### config.mk
export PLATFORM = sky130hd
export DESIGN_NAME = stream_capture_reader
export DESIGN_NICKNAME = d
export VERILOG_FILES = /design/src/rtl/stream_capture_reader.sv
export SDC_FILE = /design/constraint.sdc
export NUM_CORES = 1
export LEC_CHECK = 0
export ABC_AREA = 1
export CAP_MARGIN = 10
export CORE_ASPECT_RATIO = 0.75
export CORE_MARGIN = 2
export CORE_UTILIZATION = 65
export DETAILED_ROUTE_END_ITERATION = 10
export DONT_BUFFER_PORTS = 1
export GPL_TIMING_DRIVEN = 0
export PLACE_DENSITY = 0.82
export SYNTH_ARGS = -nofsm -noshare
export SYNTH_HDL_FRONTEND = slang
export SYNTH_SLANG_ARGS = --single-unit
### constraint.sdc
create_clock -name clk -period 5.3 [get_ports clk]
set_clock_uncertainty 0.15 [all_clocks]
set_input_delay 1.06 -clock clk [delete_from_list [all_inputs] [get_ports clk]]
set_output_delay 1.06 -clock clk [all_outputs]
set_load 0.03 [all_outputs]
### src/rtl/stream_capture_reader.sv
// Capture buffer for a datapath result stream.
// Circular FIFO with FWFT read port, overflow flag and drop counter.
module stream_capture_reader #(
  parameter int WIDTH  = 8,
  parameter int DEPTH  = 8,
  parameter int ADDR_W = 3,
  parameter int DROP_W = 8
) (
  input  logic              clk,
  input  logic              rst,
  input  logic              clr,
  input  logic              cap_en,
  input  logic              cap_valid,
  input  logic [WIDTH-1:0]  data_in,
  input  logic              rd_ready,
  output logic              rd_valid,
  output logic [WIDTH-1:0]  rd_data,
  output logic [ADDR_W:0]   count,
  output logic              full,
  output logic              overflow,
  output logic [DROP_W-1:0] drop_cnt
);

  logic [WIDTH-1:0]  mem [DEPTH];
  logic [ADDR_W-1:0] wr_ptr;
  logic [ADDR_W-1:0] rd_ptr;
  logic              push;
  logic              pop;
  logic              drop;
  logic              flush;

  assign flush    = rst | clr;
  assign full     = (count == (ADDR_W+1)'(DEPTH));
  assign rd_valid = (count != '0);
  assign push     = cap_en & cap_valid & ~full;
  assign drop     = cap_en & cap_valid & full;
  assign pop      = rd_valid & rd_ready;
  assign rd_data  = rd_valid ? mem[rd_ptr] : '0;

  always_ff @(posedge clk) begin
    if (flush) begin
      wr_ptr   <= '0;
      rd_ptr   <= '0;
      count    <= '0;
      overflow <= 1'b0;
      drop_cnt <= '0;
    end else begin
      if (push) wr_ptr <= wr_ptr + 1'b1;
      if (pop)  rd_ptr <= rd_ptr + 1'b1;
      unique case (1'b1)
        push & ~pop: count <= count + 1'b1;
        pop & ~push: count <= count - 1'b1;
        default:     count <= count;
      endcase
      if (drop) begin
        overflow <= 1'b1;
        if (drop_cnt != '1) drop_cnt <= drop_cnt + 1'b1;
      end
    end
  end

  // Storage is left unreset; it is only observed while rd_valid is high.
  always_ff @(posedge clk) begin
    if (push && !flush) mem[wr_ptr] <= data_in;
  end

endmodule

==> results of run 1 <==
cells by family (layout without fill, tap and decap cells):
| family | count (synthesis) | count (layout) | share of synthesized area |
|---|---|---|---|
| xor+xnor | 8 | 8 | 0.0191 |
| fa+ha+maj | 6 | 6 | 0.0205 |
| simple gates | 142 | 142 | 0.164 |
| buf+inv | 38 | 54 | 0.0416 |
| flops | 86 | 86 | 0.644 |
| compound gates | 73 | 73 | 0.111 |
final cells by class:
class                      count  area, µm²  area share
sequential                    86       2360       0.593
multi-input combinational    229       1150       0.289
clock buffer                  10        128      0.0320
inverter                      26       97.6      0.0245
clock inverter                 6       93.8      0.0236
tap                           75       93.8      0.0236
buffer                        12       55.1      0.0138
stage by stage:
stage | hold WS (ns) | instances | worst slack [ns]
2_1_floorplan | 0.283 | 353 | 2.65
3_3_place_gp | 0.298 | 428 | 2.29
3_5_place_dp | 0.312 | 428 | 2.19
4_1_cts | 0.329 | 444 | 2.02
5_1_grt | 0.363 | 444 | 1.90
6_report | 0.334 | 444 | 1.97
flip-flops by register name (all words and copies together), names as in the netlist, named ones only:
register and flops:
overflow 1, count 4, wr_ptr 3, rd_ptr 3
mem 64, drop_cnt 8
layout by cell type (no fill, tap or decap), drive strengths merged:
cell type	n
a21oi	15
buf	7
bufinv	2
clkbuf	15
clkinv	2
clkinvlp	1
dfxtp	22
edfxtp	64
ha	6
inv	27
nand2	46
nand3	12
nand4	1
nor2	81
nor3	1
o211ai	8
o21a	1
o21ai	41
o22ai	8
or2	1
xnor2	4
xor2	4
synthesized netlist by cell type:
cell	number
sky130_fd_sc_hd__nor2_1	77
sky130_fd_sc_hd__dfxtp_1	22
sky130_fd_sc_hd__inv_2	3
sky130_fd_sc_hd__nand3_2	1
sky130_fd_sc_hd__o21ai_1	1
sky130_fd_sc_hd__inv_1	22
sky130_fd_sc_hd__xnor2_1	4
sky130_fd_sc_hd__nand3_4	1
sky130_fd_sc_hd__clkinv_1	1
sky130_fd_sc_hd__nor2_4	3
sky130_fd_sc_hd__or2_4	1
sky130_fd_sc_hd__a21oi_2	1
sky130_fd_sc_hd__o22ai_1	8
sky130_fd_sc_hd__ha_1	6
sky130_fd_sc_hd__a21oi_1	14
sky130_fd_sc_hd__o211ai_1	8
sky130_fd_sc_hd__o21ai_2	1
sky130_fd_sc_hd__clkbuf_1	4
sky130_fd_sc_hd__xor2_1	4
sky130_fd_sc_hd__o21ai_0	39
sky130_fd_sc_hd__nor3_1	1
sky130_fd_sc_hd__o21a_1	1
sky130_fd_sc_hd__nand2_2	1
sky130_fd_sc_hd__clkbuf_2	1
sky130_fd_sc_hd__edfxtp_1	64
sky130_fd_sc_hd__nand4_1	1
sky130_fd_sc_hd__nand2_1	45
sky130_fd_sc_hd__buf_2	7
sky130_fd_sc_hd__nor2_2	1
sky130_fd_sc_hd__nand3_1	10
power groups by stage:
| stage | combinational (mW) | clock, mW | sequential, mW |
|---|---|---|---|
| global route | 0.121 | 0.531 | 0.740 |
| global placement | 0.105 | 0 | 0.754 |
| detailed placement | 0.109 | 0 | 0.754 |
| floorplan | 0.0872 | 0 | 0.752 |
| finish | 0.110 | 0.501 | 0.739 |
| CTS | 0.109 | 0.504 | 0.739 |
how the worst max path moves through the flow:
stage                            end     start
after floorplan           rd_data[0]  count[3]
after global placement     mem[3][2]       clr
after detailed placement   mem[3][6]       clr
after CTS                 rd_data[3]      flop
after global routing      rd_data[3]      flop
final                     rd_data[3]      flop
metal layers:
layer / vias up / part of all wire / wire length, µm
met5: - / 0 / 0
met3: 15 / 0.096 / 744
met2: 136 / 0.47 / 3640
li1: 1228 / - / -
met4: 0 / 0.013 / 97
met1: 1237 / 0.42 / 3260
critical path, stage by stage, from the launching register on:
cell	delay, ns
sky130_fd_sc_hd__dfxtp_1	0.32
sky130_fd_sc_hd__clkbuf_1	0.33
sky130_fd_sc_hd__clkbuf_1	0.49
sky130_fd_sc_hd__nor2_1	0.11
sky130_fd_sc_hd__nor2_1	0.52
==> flow_results.xml, run 1 <==
<?xml version="1.0" encoding="UTF-8"?>
<metrics>
  <group name="routing">
    <metric name="final_wl" unit="µm">7750</metric>
    <metric name="drcViolationCount" unit="">0</metric>
    <metric name="postRouteAntennaNets" unit="">0</metric>
    <metric name="drt-vias-per-instance" unit="">5.89</metric>
    <metric name="detailed_route_wire_length_per_cell" unit="µm">17.4</metric>
    <metric name="dr.first_iter.drc_count" unit="">318</metric>
    <metric name="dr_total_vias" unit="">2616</metric>
    <metric name="first_pass_iters" unit="">5</metric>
  </group>
  <group name="run">
    <metric name="drv.max_cap_violation_count" unit="">0</metric>
  </group>
  <group name="yosys">
    <metric name="post_synthesis_register_bit_count" unit="">86</metric>
    <metric name="synthTopCellsByArea" unit="">sky130_fd_sc_hd__edfxtp_1 (52%), sky130_fd_sc_hd__dfxtp_1 (12%), sky130_fd_sc_hd__nor2_1 (7.9%), sky130_fd_sc_hd__o21ai_0 (5.3%), sky130_fd_sc_hd__nand2_1 (4.6%)</metric>
    <metric name="synth.distinct_cells" unit="">30</metric>
    <metric name="syn-num-nets" unit="">373</metric>
    <metric name="yosysWarningCount" unit="">0</metric>
    <metric name="synthDominantCellAreaShare" unit="">0.524</metric>
    <metric name="synth.cell_area" unit="µm²">3670</metric>
    <metric name="ys_seq_area_frac" unit="">0.644</metric>
    <metric name="syn-mean-instance-area" unit="µm²">10.4</metric>
    <metric name="syn_inst" unit="">353</metric>
    <metric name="synth_area_leader_cell" unit="">sky130_fd_sc_hd__edfxtp_1</metric>
  </group>
  <group name="timing">
    <metric name="fin_crit" unit="ns">3.33</metric>
    <metric name="rsz0062_at_grt" unit="">no</metric>
    <metric name="timing.max_slew.rel_slack" unit="">0.415</metric>
    <metric name="max_freq" unit="MHz">301</metric>
    <metric name="final_min_period_over_clock_period" unit="">0.628</metric>
    <metric name="setup_viol_count_final" unit="">0</metric>
    <metric name="maxSlewViolCount" unit="">0</metric>
    <metric name="fin_setup_tns" unit="ns">0</metric>
    <metric name="finalHoldViolations" unit="">0</metric>
    <metric name="slew_of_the_pin_with_the_lowest_slew_margin" unit="ns">0.875</metric>
  </group>
  <group name="pwr">
    <metric name="overall_power" unit="mW">1.35</metric>
    <metric name="power.static_leakage" unit="nW">1.41</metric>
    <metric name="power_density" unit="nW/µm²">339</metric>
    <metric name="power.share.sequential" unit="">0.547</metric>
    <metric name="combPwrFrac" unit="">0.082</metric>
    <metric name="p_clk_frac" unit="">0.371</metric>
    <metric name="intPower" unit="mW">1.03</metric>
    <metric name="sw_frac_of_total" unit="">0.241</metric>
    <metric name="peakVddDrop" unit="mV">0.262</metric>
    <metric name="sw_pwr" unit="µW">325</metric>
  </group>
  <group name="global_routing">
    <metric name="global_route.usage.total" unit="">0.263</metric>
    <metric name="grt-busiest-layer" unit="">met2</metric>
    <metric name="globalRouteMet2Util" unit="">0.412</metric>
    <metric name="globalRoute.totalOverflow" unit="">0</metric>
    <metric name="antenna_found_initial" unit="">0</metric>
    <metric name="grt_max_degree" unit="">16</metric>
    <metric name="grt_pass1_vias" unit="">2555</metric>
    <metric name="grt_first_pass_wirelength" unit="µm">12400</metric>
    <metric name="globalRouteMet3Util" unit="">0.0776</metric>
    <metric name="groute.layer.met1.usage" unit="">0.352</metric>
  </group>
  <group name="cells_and_area">
    <metric name="fraction_of_final_layout_cells_with_drive_strength_greater_than_1" unit="">0.0976</metric>
    <metric name="utilization" unit="">0.740</metric>
    <metric name="antennaDiodeCount" unit="">0</metric>
    <metric name="final_net_count" unit="">384</metric>
    <metric name="final.fill_count" unit="">379</metric>
    <metric name="areaGrowthSynthToFinish" unit="%">8.60</metric>
    <metric name="postLayoutCellArea" unit="µm²">3980</metric>
  </group>
  <group name="floorplanning">
    <metric name="ios" unit="">37</metric>
    <metric name="design.core.area" unit="µm²">5380</metric>
    <metric name="initial_core_util" unit="">0.681</metric>
    <metric name="floorplan.die_area" unit="µm²">6260</metric>
    <metric name="row_count" unit="">23</metric>
    <metric name="die_height" unit="µm">69.1</metric>
    <metric name="dieWidth" unit="µm">90.7</metric>
  </group>
  <group name="clocking">
    <metric name="cts_tree" unit="">built</metric>
    <metric name="postCtsHoldBufs" unit="">0</metric>
    <metric name="cts_buffer_count" unit="">9</metric>
    <metric name="cts.clk_slew.worst_paths" unit="ns">0.08</metric>
    <metric name="cts_sinks" unit="">86</metric>
    <metric name="cts_root_buffer" unit="">sky130_fd_sc_hd__clkbuf_8</metric>
    <metric name="resized_cells_post_cts" unit="">0</metric>
    <metric name="post_cts_setup_bufs" unit="">0</metric>
    <metric name="cts_max_path_buffers" unit="">2</metric>
    <metric name="clock_insertion_delay_worst_skew" unit="ns">0.35</metric>
    <metric name="h-tree-depth" unit="">3</metric>
  </group>
  <group name="setup_path">
    <metric name="required" unit="ns">4.09</metric>
    <metric name="crit_path_max_fo" unit="">10</metric>
    <metric name="capturing_element_type_of_the_critical_path" unit="">output pin</metric>
    <metric name="reg2reg_to" unit="">count[2]</metric>
    <metric name="setup.worst_path.start_class" unit="">flop</metric>
    <metric name="path_class" unit="">reg -&gt; out</metric>
    <metric name="worst-endpoint-arrival" unit="ns">2.12</metric>
    <metric name="timing.reg2reg.worst_path_depth" unit="">13</metric>
    <metric name="worstReg2RegStart" unit="">count[3]</metric>
    <metric name="ff2ff_setup_slack" unit="ns">2.55</metric>
  </group>
  <group name="placement">
    <metric name="placedInstanceArea" unit="µm²">3760</metric>
    <metric name="final_hpwl_from_detailed_placement" unit="µm">5370</metric>
    <metric name="port_buffers" unit="">0</metric>
    <metric name="gp_congestion" unit="">0.851</metric>
  </group>
  <group name="min_path">
    <metric name="hold_path.startpoint" unit="">rd_ptr[2]</metric>
    <metric name="min_path_type" unit="">reg -&gt; reg</metric>
    <metric name="hold_path_depth" unit="">2</metric>
  </group>
  <group name="run_status">
    <metric name="status" unit="">completed</metric>
  </group>
</metrics>
No activity file was read; power rests on OpenSTA's default activity.
==> inputs of run 2 (changes only) <==
--- a/config.mk
+++ b/config.mk
@@ -9,11 +9,11 @@
 export CAP_MARGIN = 10
 export CORE_ASPECT_RATIO = 0.75
 export CORE_MARGIN = 2
-export CORE_UTILIZATION = 65
+export CORE_UTILIZATION = 62
 export DETAILED_ROUTE_END_ITERATION = 10
 export DONT_BUFFER_PORTS = 1
 export GPL_TIMING_DRIVEN = 0
-export PLACE_DENSITY = 0.82
+export PLACE_DENSITY = 0.79
 export SYNTH_ARGS = -nofsm -noshare
 export SYNTH_HDL_FRONTEND = slang
 export SYNTH_SLANG_ARGS = --single-unit
==> constraint.sdc (replaced) <==
create_clock -name clk -period 3.3 [get_ports clk]
set_clock_uncertainty 0.15 [all_clocks]
set_input_delay 0.66 -clock clk [delete_from_list [all_inputs] [get_ports clk]]
set_output_delay 0.66 -clock clk [all_outputs]
set_load 0.03 [all_outputs]
==> run 2 against run 1 <==
- setup slack worse by 1.6 ns
- cell count up 0.68%
- clock power up 43%
- critical path type unchanged
- hold slack worse by 0.088 ns
- register-to-register slack worse by 2.0 ns
- first-iteration DRC count up 9.1%
- non-clock buffer count unchanged
- sequential power up 61%
- cell area down 0.72%
- critical endpoint unchanged
- combinational power up 63%
- critical path depth unchanged
==> flow_results.xml, run 2 (synthesis results as in run 1) <==
<?xml version="1.0" encoding="UTF-8"?>
<metrics>
  <group name="global_routing">
    <metric name="grt_max_degree" unit="">15</metric>
    <metric name="globalRoute.totalOverflow" unit="">0</metric>
    <metric name="global_route.usage.total" unit="">0.250</metric>
    <metric name="antenna_found_initial" unit="">0</metric>
    <metric name="grt_first_pass_wirelength" unit="µm">12100</metric>
    <metric name="grt_pass1_vias" unit="">2432</metric>
  </group>
  <group name="cells_and_area">
    <metric name="multi_input_area" unit="µm²">1150</metric>
    <metric name="fraction_of_final_layout_cells_with_drive_strength_greater_than_1" unit="">0.0949</metric>
    <metric name="antennaDiodeCount" unit="">0</metric>
    <metric name="largest-register" unit="">mem</metric>
    <metric name="max_ffs_per_register" unit="">64</metric>
    <metric name="largest_registers" unit="">mem (64), drop_cnt (8), count (4)</metric>
    <metric name="layout_common_cells" unit="">sky130_fd_sc_hd__nor2_1 (77), sky130_fd_sc_hd__edfxtp_1 (64), sky130_fd_sc_hd__nand2_1 (45), sky130_fd_sc_hd__o21ai_0 (39)</metric>
    <metric name="postLayoutCellArea" unit="µm²">3950</metric>
    <metric name="final_common_cell" unit="">sky130_fd_sc_hd__nor2_1</metric>
    <metric name="areaGrowthSynthToFinish" unit="%">7.81</metric>
    <metric name="count_of_non_filler_cells_in_the_finished_layout" unit="">447</metric>
    <metric name="final.fill_count" unit="">423</metric>
    <metric name="final_net_count" unit="">384</metric>
    <metric name="seqCellArea" unit="µm²">2360</metric>
  </group>
  <group name="routing">
    <metric name="drcViolationCount" unit="">0</metric>
    <metric name="dr.first_iter.drc_count" unit="">347</metric>
    <metric name="dr_total_vias" unit="">2548</metric>
    <metric name="postRouteAntennaNets" unit="">0</metric>
    <metric name="drt-vias-per-instance" unit="">5.70</metric>
    <metric name="first_pass_iters" unit="">5</metric>
    <metric name="detailed_route_wire_length_per_cell" unit="µm">17.3</metric>
    <metric name="final_wl" unit="µm">7710</metric>
  </group>
  <group name="clocking">
    <metric name="cts_tree" unit="">built</metric>
    <metric name="post_cts_setup_bufs" unit="">0</metric>
    <metric name="cts_sinks" unit="">86</metric>
    <metric name="cts_max_path_buffers" unit="">2</metric>
    <metric name="cts.clk_slew.worst_paths" unit="ns">0.09</metric>
    <metric name="postCtsHoldBufs" unit="">0</metric>
    <metric name="cts_buffer_count" unit="">9</metric>
    <metric name="clock_insertion_delay_worst_skew" unit="ns">0.35</metric>
    <metric name="h-tree-depth" unit="">3</metric>
    <metric name="resized_cells_post_cts" unit="">0</metric>
    <metric name="cts_root_buffer" unit="">sky130_fd_sc_hd__clkbuf_8</metric>
  </group>
  <group name="setup_path">
    <metric name="crit_path_max_fo" unit="">10</metric>
    <metric name="path_class" unit="">reg -&gt; out</metric>
    <metric name="ff2ff_setup_slack" unit="ns">0.54</metric>
    <metric name="worstReg2RegStart" unit="">count[0]</metric>
    <metric name="timing.reg2reg.worst_path_depth" unit="">13</metric>
    <metric name="reg2reg_to" unit="">count[2]</metric>
    <metric name="worst-endpoint-arrival" unit="ns">2.14</metric>
    <metric name="required" unit="ns">2.49</metric>
    <metric name="capturing_element_type_of_the_critical_path" unit="">output pin</metric>
    <metric name="setup.worst_path.start_class" unit="">flop</metric>
  </group>
  <group name="floorplanning">
    <metric name="floorplan.die_area" unit="µm²">6550</metric>
    <metric name="row_count" unit="">24</metric>
    <metric name="initial_core_util" unit="">0.636</metric>
    <metric name="die_height" unit="µm">70.6</metric>
    <metric name="ios" unit="">37</metric>
    <metric name="dieWidth" unit="µm">92.8</metric>
    <metric name="design.core.area" unit="µm²">5770</metric>
  </group>
  <group name="placement">
    <metric name="port_buffers" unit="">0</metric>
    <metric name="setup_slack_placement" unit="ns">0.498</metric>
    <metric name="placedInstanceArea" unit="µm²">3760</metric>
    <metric name="final_hpwl_from_detailed_placement" unit="µm">5010</metric>
    <metric name="dp_cells" unit="">431</metric>
    <metric name="gp_congestion" unit="">0.811</metric>
  </group>
  <group name="pwr">
    <metric name="overall_power" unit="mW">2.08</metric>
    <metric name="power.static_leakage" unit="nW">1.40</metric>
    <metric name="power_density" unit="nW/µm²">526</metric>
    <metric name="peakVddDrop" unit="mV">0.405</metric>
  </group>
  <group name="timing">
    <metric name="max_freq" unit="MHz">339</metric>
    <metric name="timing.final.ws_setup" unit="ns">0.351</metric>
    <metric name="finalHoldViolations" unit="">0</metric>
    <metric name="rsz0062_at_grt" unit="">no</metric>
    <metric name="timing.max_slew.rel_slack" unit="">0.360</metric>
    <metric name="slew_of_the_pin_with_the_lowest_slew_margin" unit="ns">0.957</metric>
    <metric name="maxSlewViolCount" unit="">0</metric>
    <metric name="setup_viol_count_final" unit="">0</metric>
    <metric name="final_min_period_over_clock_period" unit="">0.894</metric>
    <metric name="fin_crit" unit="ns">2.95</metric>
    <metric name="fin_setup_tns" unit="ns">0</metric>
  </group>
  <group name="min_path">
    <metric name="min_path_type" unit="">in -&gt; reg</metric>
    <metric name="hold_path_depth" unit="">0</metric>
    <metric name="hold_path.startpoint" unit="">data_in[0]</metric>
    <metric name="hold-path-endpoint" unit="">mem[3][0]</metric>
  </group>
  <group name="run_status">
    <metric name="status" unit="">completed</metric>
  </group>
  <group name="run">
    <metric name="drv.max_cap_violation_count" unit="">0</metric>
  </group>
</metrics>
## run 2: area by class of cell
cell class | instances | share of cell area
Inverter | 26 | 0.0247
Buffer | 12 | 0.0139
Clock inverter | 6 | 0.0155
Clock buffer | 10 | 0.0323
Sequential cell | 86 | 0.597
Multi-Input combinational cell | 229 | 0.291
Tap cell | 78 | 0.0247
## run 2: per-stage QoR
step | util | hold slack [ns]
2_1_floorplan | - | 0.283
3_3_place_gp | 0.653 | 0.298
3_5_place_dp | 0.653 | 0.313
4_1_cts | 0.686 | 0.239
5_1_grt | 0.686 | 0.225
6_report | 0.686 | 0.245
## run 2: critical path: stages (launching register included)
cell and delay, ns:
sky130_fd_sc_hd__dfxtp_1 0.31, sky130_fd_sc_hd__clkbuf_1 0.32, sky130_fd_sc_hd__clkbuf_1 0.52, sky130_fd_sc_hd__nor2_1 0.13, sky130_fd_sc_hd__nor2_1 0.50
## run 2: routing by layer
layer	global-route usage	part of all wire	wire length, µm
met5	0	0	0
met4	0.0670	0.013	104
met2	0.403	0.48	3730
met1	0.339	0.42	3250
met3	0.0735	0.082	631
## run 2: worst max path at each step
stage | startpoint | end | slack [ns] | depth (start not counted)
finish | flop | rd_data[3] | 0.35 | 4
floorplan | count[3] | count[2] | 0.92 | 13
global placement | clr | mem[3][2] | 0.56 | 4
detailed placement | clr | mem[3][7] | 0.50 | 4
CTS | flop | rd_data[1] | 0.34 | 4
global route | flop | rd_data[1] | 0.25 | 4
## run 2: where the power goes
part | internal [mW] | switching [mW] | leakage, nW
Combinational | 0.0456 | 0.134 | 0.553
Clock | 0.349 | 0.365 | 0.0981
Sequential | 1.17 | 0.0179 | 0.753
Total | 1.56 | 0.517 | 1.40
